<file path="src/rtl/scalar_wb_pkg.sv">
// Shared constants and types for the scalar register-file writeback arbiter.
// The top module's optional scoreboard is enabled by SCALAR_WB_SCOREBOARD_EN.
package scalar_wb_pkg;

  localparam int XLEN     = 32;
  localparam int NPORT    = 3;
  localparam int RF_DEPTH = 32;
  localparam int RDW      = 5;

  typedef struct packed {
    logic [RDW-1:0]  rd;
    logic [XLEN-1:0] data;
  } wb_req_t;

  typedef struct packed {
    logic            we;
    logic [RDW-1:0]  addr;
    logic [XLEN-1:0] data;
  } wb_port_t;

endpackage

</file>
<file path="src/rtl/scalar_wb_arbiter_select.sv">
// Combinational round-robin picker: scans eligible requesters from ptr_i, skips
// destinations already granted in this scan and hands out up to NPORT grants.
module wb_rr_select
  import scalar_wb_pkg::*;
#(
  parameter int NREQ = 4,
  parameter int PW   = 2
) (
  input  logic [NREQ-1:0]            elig_i,
  input  logic [NREQ*RDW-1:0]        rd_i,
  input  logic [PW-1:0]              ptr_i,
  output logic [NREQ-1:0]            grant_o,
  output logic [NPORT-1:0]           port_vld_o,
  output logic [NPORT-1:0][PW-1:0]   port_idx_o,
  output logic [PW-1:0]              ptr_next_o
);

  localparam logic [PW:0]   NREQ_W = (PW+1)'(NREQ);
  localparam logic [PW-1:0] LAST   = PW'(NREQ - 1);

  logic [RDW-1:0]              rdArr [NREQ];
  logic [NPORT-1:0][RDW-1:0]   takenRd;
  logic [1:0]                  cnt;
  logic [PW:0]                 sum;
  logic [PW-1:0]               idx;
  logic                        clash;

  for (genvar i = 0; i < NREQ; i++) begin : g_rd
    assign rdArr[i] = rd_i[i*RDW +: RDW];
  end

  // Grants fill ports in scan order; ptr_next follows the last granted index.
  always_comb begin
    grant_o    = '0;
    port_vld_o = '0;
    port_idx_o = '0;
    ptr_next_o = ptr_i;
    takenRd    = '0;
    cnt        = '0;
    sum        = '0;
    idx        = '0;
    clash      = 1'b0;
    for (int s = 0; s < NREQ; s++) begin
      sum = {1'b0, ptr_i} + (PW+1)'(s);
      if (sum >= NREQ_W) sum = sum - NREQ_W;
      idx   = sum[PW-1:0];
      clash = 1'b0;
      for (int k = 0; k < NPORT; k++) begin
        if (2'(k) < cnt && takenRd[k] == rdArr[idx]) clash = 1'b1;
      end
      if (elig_i[idx] && cnt < 2'(NPORT) && !clash) begin
        grant_o[idx]    = 1'b1;
        port_vld_o[cnt] = 1'b1;
        port_idx_o[cnt] = idx;
        takenRd[cnt]    = rdArr[idx];
        cnt             = cnt + 2'd1;
        ptr_next_o      = (idx == LAST) ? '0 : idx + 1'b1;
      end
    end
  end

endmodule

</file>
<file path="src/rtl/scalar_wb_arbiter.sv">
// Writeback arbiter for the 5R/3W scalar register file: round-robin grants, registered
// write ports and, with SCALAR_WB_SCOREBOARD_EN defined, a pending-write scoreboard.
module scalar_wb_arbiter #(
  parameter int NREQ = 4,
  parameter int XLEN = scalar_wb_pkg::XLEN
) (
  input  logic                 clk,
  input  logic                 rst_n,
  input  logic [NREQ-1:0]      req_valid,
  input  logic [NREQ*5-1:0]    req_rd,
  input  logic [NREQ*XLEN-1:0] req_data,
  output logic [NREQ-1:0]      req_ready,
  output logic                 we0,
  output logic                 we1,
  output logic                 we2,
  output logic [4:0]           waddr0,
  output logic [4:0]           waddr1,
  output logic [4:0]           waddr2,
  output logic [XLEN-1:0]      wdata0,
  output logic [XLEN-1:0]      wdata1,
  output logic [XLEN-1:0]      wdata2,
  input  logic                 sb_set_valid,
  input  logic [4:0]           sb_set_rd,
  input  logic                 sb_flush,
  output logic [31:0]          sb_busy
);
  import scalar_wb_pkg::*;

  localparam int PW = (NREQ > 1) ? $clog2(NREQ) : 1;

  logic [RDW-1:0]             rdArr   [NREQ];
  logic [XLEN-1:0]            dataArr [NREQ];
  logic [NREQ-1:0]            rdZero, elig, grant;
  logic [NPORT-1:0]           portVld;
  logic [NPORT-1:0][PW-1:0]   portIdx;
  logic [PW-1:0]              rrPtr_q, rrPtr_d;
  logic [NPORT-1:0]           we_q, we_d;
  logic [NPORT-1:0][RDW-1:0]  waddr_q, waddr_d;
  logic [NPORT-1:0][XLEN-1:0] wdata_q, wdata_d;

  for (genvar i = 0; i < NREQ; i++) begin : g_req
    assign rdArr[i]   = req_rd[i*RDW +: RDW];
    assign dataArr[i] = req_data[i*XLEN +: XLEN];
    assign rdZero[i]  = (rdArr[i] == '0);
  end

  // x0 writes are accepted immediately and simply dropped.
  assign elig      = req_valid & ~rdZero;
  assign req_ready = grant | (req_valid & rdZero);

  wb_rr_select #(.NREQ(NREQ), .PW(PW)) uSelect (
    .elig_i     (elig),
    .rd_i       (req_rd),
    .ptr_i      (rrPtr_q),
    .grant_o    (grant),
    .port_vld_o (portVld),
    .port_idx_o (portIdx),
    .ptr_next_o (rrPtr_d)
  );

  always_comb begin
    we_d    = portVld;
    waddr_d = waddr_q;
    wdata_d = wdata_q;
    for (int k = 0; k < NPORT; k++) begin
      if (portVld[k]) begin
        waddr_d[k] = rdArr[portIdx[k]];
        wdata_d[k] = dataArr[portIdx[k]];
      end
    end
  end

  always_ff @(posedge clk or negedge rst_n) begin
    if (!rst_n) begin
      rrPtr_q <= '0;
      we_q    <= '0;
      waddr_q <= '0;
      wdata_q <= '0;
    end else begin
      rrPtr_q <= rrPtr_d;
      we_q    <= we_d;
      waddr_q <= waddr_d;
      wdata_q <= wdata_d;
    end
  end

  assign we0    = we_q[0];
  assign we1    = we_q[1];
  assign we2    = we_q[2];
  assign waddr0 = waddr_q[0];
  assign waddr1 = waddr_q[1];
  assign waddr2 = waddr_q[2];
  assign wdata0 = wdata_q[0];
  assign wdata1 = wdata_q[1];
  assign wdata2 = wdata_q[2];

`ifdef SCALAR_WB_SCOREBOARD_EN
  logic [RF_DEPTH-1:0] busy_q, busy_d;

  // Clears come from the committing port stage; a same-cycle set wins, flush beats all.
  always_comb begin
    busy_d = busy_q;
    for (int k = 0; k < NPORT; k++) begin
      if (we_q[k]) busy_d[waddr_q[k]] = 1'b0;
    end
    if (sb_set_valid && sb_set_rd != '0) busy_d[sb_set_rd] = 1'b1;
    if (sb_flush) busy_d = '0;
    busy_d[0] = 1'b0;
  end

  always_ff @(posedge clk or negedge rst_n) begin
    if (!rst_n) busy_q <= '0;
    else        busy_q <= busy_d;
  end

  assign sb_busy = busy_q;
`else
  logic unusedSb;
  assign unusedSb = ^{sb_set_valid, sb_set_rd, sb_flush};
  assign sb_busy  = '0;
`endif

endmodule

</file>
<file path="config.mk">
export PLATFORM = sky130hd
export DESIGN_NAME = scalar_wb_arbiter
export DESIGN_NICKNAME = d
export VERILOG_FILES = /design/src/rtl/scalar_wb_pkg.sv /design/src/rtl/scalar_wb_arbiter_select.sv /design/src/rtl/scalar_wb_arbiter.sv
export SDC_FILE = /design/constraint.sdc
export NUM_CORES = 1
export LEC_CHECK = 0
export CORE_MARGIN = 4
export CORE_UTILIZATION = 44
export CTS_BUF_LIST = sky130_fd_sc_hd__clkbuf_8
export DETAILED_ROUTE_END_ITERATION = 16
export MAX_ROUTING_LAYER = met4
export PLACE_DENSITY = 0.79
export SYNTH_ARGS = -nofsm -noshare
export SYNTH_HDL_FRONTEND = slang
export SYNTH_HIERARCHICAL = 1
export SYNTH_SLANG_ARGS = --single-unit
</file>
<file path="constraint.sdc">
create_clock -name clk -period 6.85 [get_ports clk]
set_input_delay 1.0275 -clock clk [delete_from_list [all_inputs] [get_ports clk]]
set_output_delay 1.0275 -clock clk [all_outputs]
set_load 0.02 [all_outputs]
</file>
==> impl_table.tex <==
\begin{tabular}{lr}
\hline
Metric & Value \\
\hline
\multicolumn{2}{l}{\textbf{Global route}} \\
\quad Most crowded layer after global routing & met2 \\
\quad Via count of the first global-routing pass & 9,444 \\
\quad Initial antenna violation count & 0 \\
\quad Met2 routing resource usage after global routing & 46.2\% \\
\quad Global-route usage over all layers & 28.3\% \\
\quad GR met1 Demand/Resource & 34.5\% \\
\quad Overflow left after global routing & 0 \\
\quad Largest net degree at the start of global routing & 60 \\
\quad Global-route wire length before repair & 53,200 um \\
\quad Met3 usage & 7.35\% \\
\multicolumn{2}{l}{\textbf{Detailed routing}} \\
\quad Remaining DRCs & 0 \\
\quad Length of the first detailed-routing pass in iterations & 6 \\
\quad Aggregate routed wire length & 34,600 um \\
\quad Iter 0 DRT Violations & 745 \\
\quad Routed len/inst & 23.0 um \\
\quad Number of antenna-violating nets in the routed design & 0 \\
\quad Number of vias per cell & 6.08 \\
\quad Via count & 9,146 \\
\multicolumn{2}{l}{\textbf{Timing}} \\
\quad Maximum clock frequency & 0.154 GHz \\
\quad Number of endpoints with negative hold slack in the final report & 0 \\
\quad Setup violators final & 0 \\
\quad Setup repair after global routing missed its margin & no \\
\quad Post-route setup slack & 369 ps \\
\quad Aggregate negative setup slack & 0 ps \\
\quad Crit share post-route & 94.6\% \\
\quad Worst Clk Skew & 16.0 ps \\
\quad Slew @ Worst Pin & 810 ps \\
\quad Tmin final & 6480 ps \\
\quad Final Max Slew Viols & 0 \\
\quad Relative max-transition margin & 46.0\% \\
\multicolumn{2}{l}{\textbf{Floorplan}} \\
\quad Width of the chip & 158 um \\
\quad Die area & 24,800 um\^{}2 \\
\quad Effective utilization at floorplan & 45.0\% \\
\quad Core area & 21,900 um\^{}2 \\
\quad Die extent in y & 158 um \\
\quad I/O pin count & 311 \\
\quad Rows & 54 \\
\multicolumn{2}{l}{\textbf{Synth}} \\
\quad Cell types occupying the most area after synthesis & dfrtp\_1 (29\%), mux2i\_1 (24\%), o221ai\_1 (10\%) \\
\quad Post-synth EDFFs & 0 \\
\quad Yosys cell types & 67 \\
\quad Mapped Cells & 926 \\
\quad Share of synthesized flip-flops with an asynchronous set or reset & 100\% \\
\quad Synthesized flop and latch total & 116 \\
\quad Proportion of netlist area held by the largest area contributor & 29.5\% \\
\quad Sequential area share after synthesis & 29.5\% \\
\quad Post-synthesis cell type with the largest combined area & dfrtp\_1 \\
\quad Yosys Warn Count & 6 \\
\quad Primary flip-flop cell chosen by synthesis mapping & dfrtp\_1 \\
\quad Average footprint of a synthesized cell & 10.6 um\^{}2 \\
\quad Mapped Area & 9850 um\^{}2 \\
\multicolumn{2}{l}{\textbf{Critical path}} \\
\quad Slowest stage delay, CP & 510 ps \\
\quad Critical Path RT & 5820 ps \\
\quad Critical Path Most Common Cell & nand2\_1 \\
\quad Buf/Inv on CP & 3 \\
\quad Launching instance or port of the critical path & req\_rd[8] \\
\quad Family of cells with the greatest summed delay on the critical path & compound AO/OA/AOI/OAI gates \\
\quad Data arrival, critical path & 5450 ps \\
\quad Start-to-end type of the worst setup path & input pin to output port \\
\quad Type of element capturing the critical path & output port \\
\quad Kind of launch point of the worst setup path & input pin \\
\quad Critical-path maximum fanout & 5 \\
\quad Crit-path cells & clkdlybuf4s50\_1, nor3\_1, a21boi\_0, mux4\_2, inv\_1, a31oi\_1, ha\_1, nor3\_4, o2bb2ai\_1, a211oi\_2, o32ai\_4, o211ai\_4, a311o\_1, a32oi\_1, nand4\_1, o211a\_1, nand2\_1, nand2\_1, a31o\_2, dlymetal6s2s\_1 \\
\quad Startpoint of the lowest-slack register-to-register path & rrPtr\_q[0] \\
\quad Standard cell with the maximum stage delay on the critical path & mux4\_2 \\
\multicolumn{2}{l}{\textbf{Clocking}} \\
\quad CTS Buf Count & 17 \\
\quad Clk sinks & 116 \\
\quad Clock root buffer & clkbuf\_8 \\
\quad Clock transition at the registers of the reported paths & 80 ps \\
\quad Clock tree from TritonCTS & done \\
\quad Maximum count of clock buffers along a single path & 2 \\
\quad Worst skew pair latency & 450 ps \\
\quad Level count of the clock H-tree & 4 \\
\multicolumn{2}{l}{\textbf{Finish}} \\
\quad Area growth, synth to finish & 34.7\% \\
\quad \# diodes & 0 \\
\quad Final \#Nets & 1,381 \\
\quad Share of post-route cells with drive strength above 1 & 13.3\% \\
\multicolumn{2}{l}{\textbf{Placed design}} \\
\quad Final weighted congestion of routability-driven global placement & 0.966 \\
\quad Setup slack after placement & 25.1 ps \\
\quad Count of buffers inserted at the top-level ports & 271 \\
\quad Detailed placer's ending HPWL & 24,200 um \\
\multicolumn{2}{l}{\textbf{Outcome}} \\
\quad Outcome & completed \\
\multicolumn{2}{l}{\textbf{Min path}} \\
\quad Worst hold start & wdata0[5] \\
\quad Min-delay worst type & flip-flop to flip-flop \\
\multicolumn{2}{l}{\textbf{Run}} \\
\quad Max capacitance violation total & 0 \\
\hline
\end{tabular}
[per-stage QoR]
step / utilization (%) / area (um^2) / cells / hold slack [ps]
2_1_floorplan: - / 9970 / 957 / 599
6_report: 60.6 / 13300 / 1505 / 501
3_3_place_gp: 58.6 / 12800 / 1473 / 479
4_1_cts: 60.4 / 13200 / 1505 / 504
3_5_place_dp: 58.6 / 12800 / 1473 / 483
5_1_grt: 60.6 / 13300 / 1505 / 519
[path summary, 6_finish.rpt]
| path | end | slack (ps) | depth (start not counted) |
|---|---|---|---|
| min in group asynchronous | wdata2[17] | 630 | 1 |
| max | req_ready[1] | 370 | 20 |
| min | wdata0[5] | 500 | 2 |
| min reg2reg | wdata0[5] | 500 | 2 |
| max in group asynchronous | rrPtr_q[0] | 4840 | 2 |
| max reg2reg | wdata2[12] | 1040 | 21 |
[cell usage after synthesis, types with 5 or more instances]
cell      number
nor2_1        16
mux2i_1      232
nor3_1         7
buf_2         26
dfrtp_1      116
and2_1         5
buf_6          6
clkbuf_1      17
o221ai_1     112
nand2_2        5
nand2b_1     118
a211oi_1       5
nand3_1       10
ha_1           8
mux4_2        24
xor2_1        11
nand2_1       30
o21ai_0       12
a31oi_1        5
buf_12        18
a31o_2         5
inv_1          9
a21oi_1       14
nor2b_1        6
buf_4         38
[area by class of cell]
cell class | count | area [um^2]
clock buffers | 17 | 234
clock inverters | 15 | 156
fillers | 1821 | 8630
inverters | 9 | 33.8
well taps | 280 | 350
repair buffers | 347 | 3430
flip-flops and latches | 116 | 2900
multi-input cells | 721 | 6160
[kinds of logic (layout without fill, tap and decap cells)]
| logic type | after synthesis | in the layout | synth area share (%) |
|---|---|---|---|
| DFF | 116 | 116 | 29.5 |
| AOI/OAI and AO/OA | 195 | 195 | 16.6 |
| xor gates and xnor gates | 15 | 15 | 1.33 |
| and+or+nand+nor | 214 | 214 | 12.5 |
| muxes | 257 | 257 | 29.2 |
| adders and majority gates | 8 | 8 | 1.02 |
| other | 1 | 32 | 0.0381 |
| buffers and inverters | 120 | 388 | 9.93 |
[worst min-delay path, delay by kind of cell (launching register included)]
family           cells  cell delay, ps
flip-flops           1             350
AO/OA/AOI/OAI        1              60
AND/OR/NAND/NOR      1              50
[flip-flops by register name, indices dropped and copies added (netlist names)]
| register | count |
|---|---|
| waddr1 | 5 |
| wdata2 | 32 |
| rrPtr_q | 2 |
| wdata1 | 32 |
| waddr0 | 5 |
| waddr2 | 5 |
| we_q | 3 |
| wdata0 | 32 |
[timing repair]
item / CTS / global route
buffers inserted: 0 / 0
setup endpoints to repair: 2 / 4
resized for setup: 1 / 12
hold buffers: 0 / 0
endpoints found under the hold margin: 0 / 0
[layer usage]
metal | routed length [um] | share of wire, %
met5 | 0 | 0
met2 | 16900 | 49
met4 | 992 | 2.9
met3 | 2910 | 8.4
met1 | 13800 | 40
[cell usage in the layout, fill, tap and decap left out, types with 3 or more instances in the layout]
cell type / count
a211oi_1: 4
a21oi_1: 14
a222oi_1: 4
a311o_1: 4
a31o_2: 5
a31oi_1: 5
and2_1: 6
and3_1: 3
buf_12: 11
buf_4: 66
clkbuf_8: 17
clkdlybuf4s50_1: 266
clkinvlp_4: 4
conb_1: 32
dfrtp_1: 115
dlymetal6s2s_1: 4
ha_1: 7
inv_1: 10
inv_6: 4
mux2i_1: 231
mux4_2: 24
nand2_1: 30
nand2_2: 5
nand2b_1: 115
nand2b_2: 3
nand3_1: 10
nand3b_1: 3
nand4_1: 4
nor2_1: 15
nor2b_1: 5
nor3_1: 5
o21ai_0: 11
o221ai_1: 112
xnor2_1: 4
xor2_1: 11
Power is left out: the tool's default activity adds up to more than one toggle a clock period on the data nets, which glitch-free logic cannot reach.
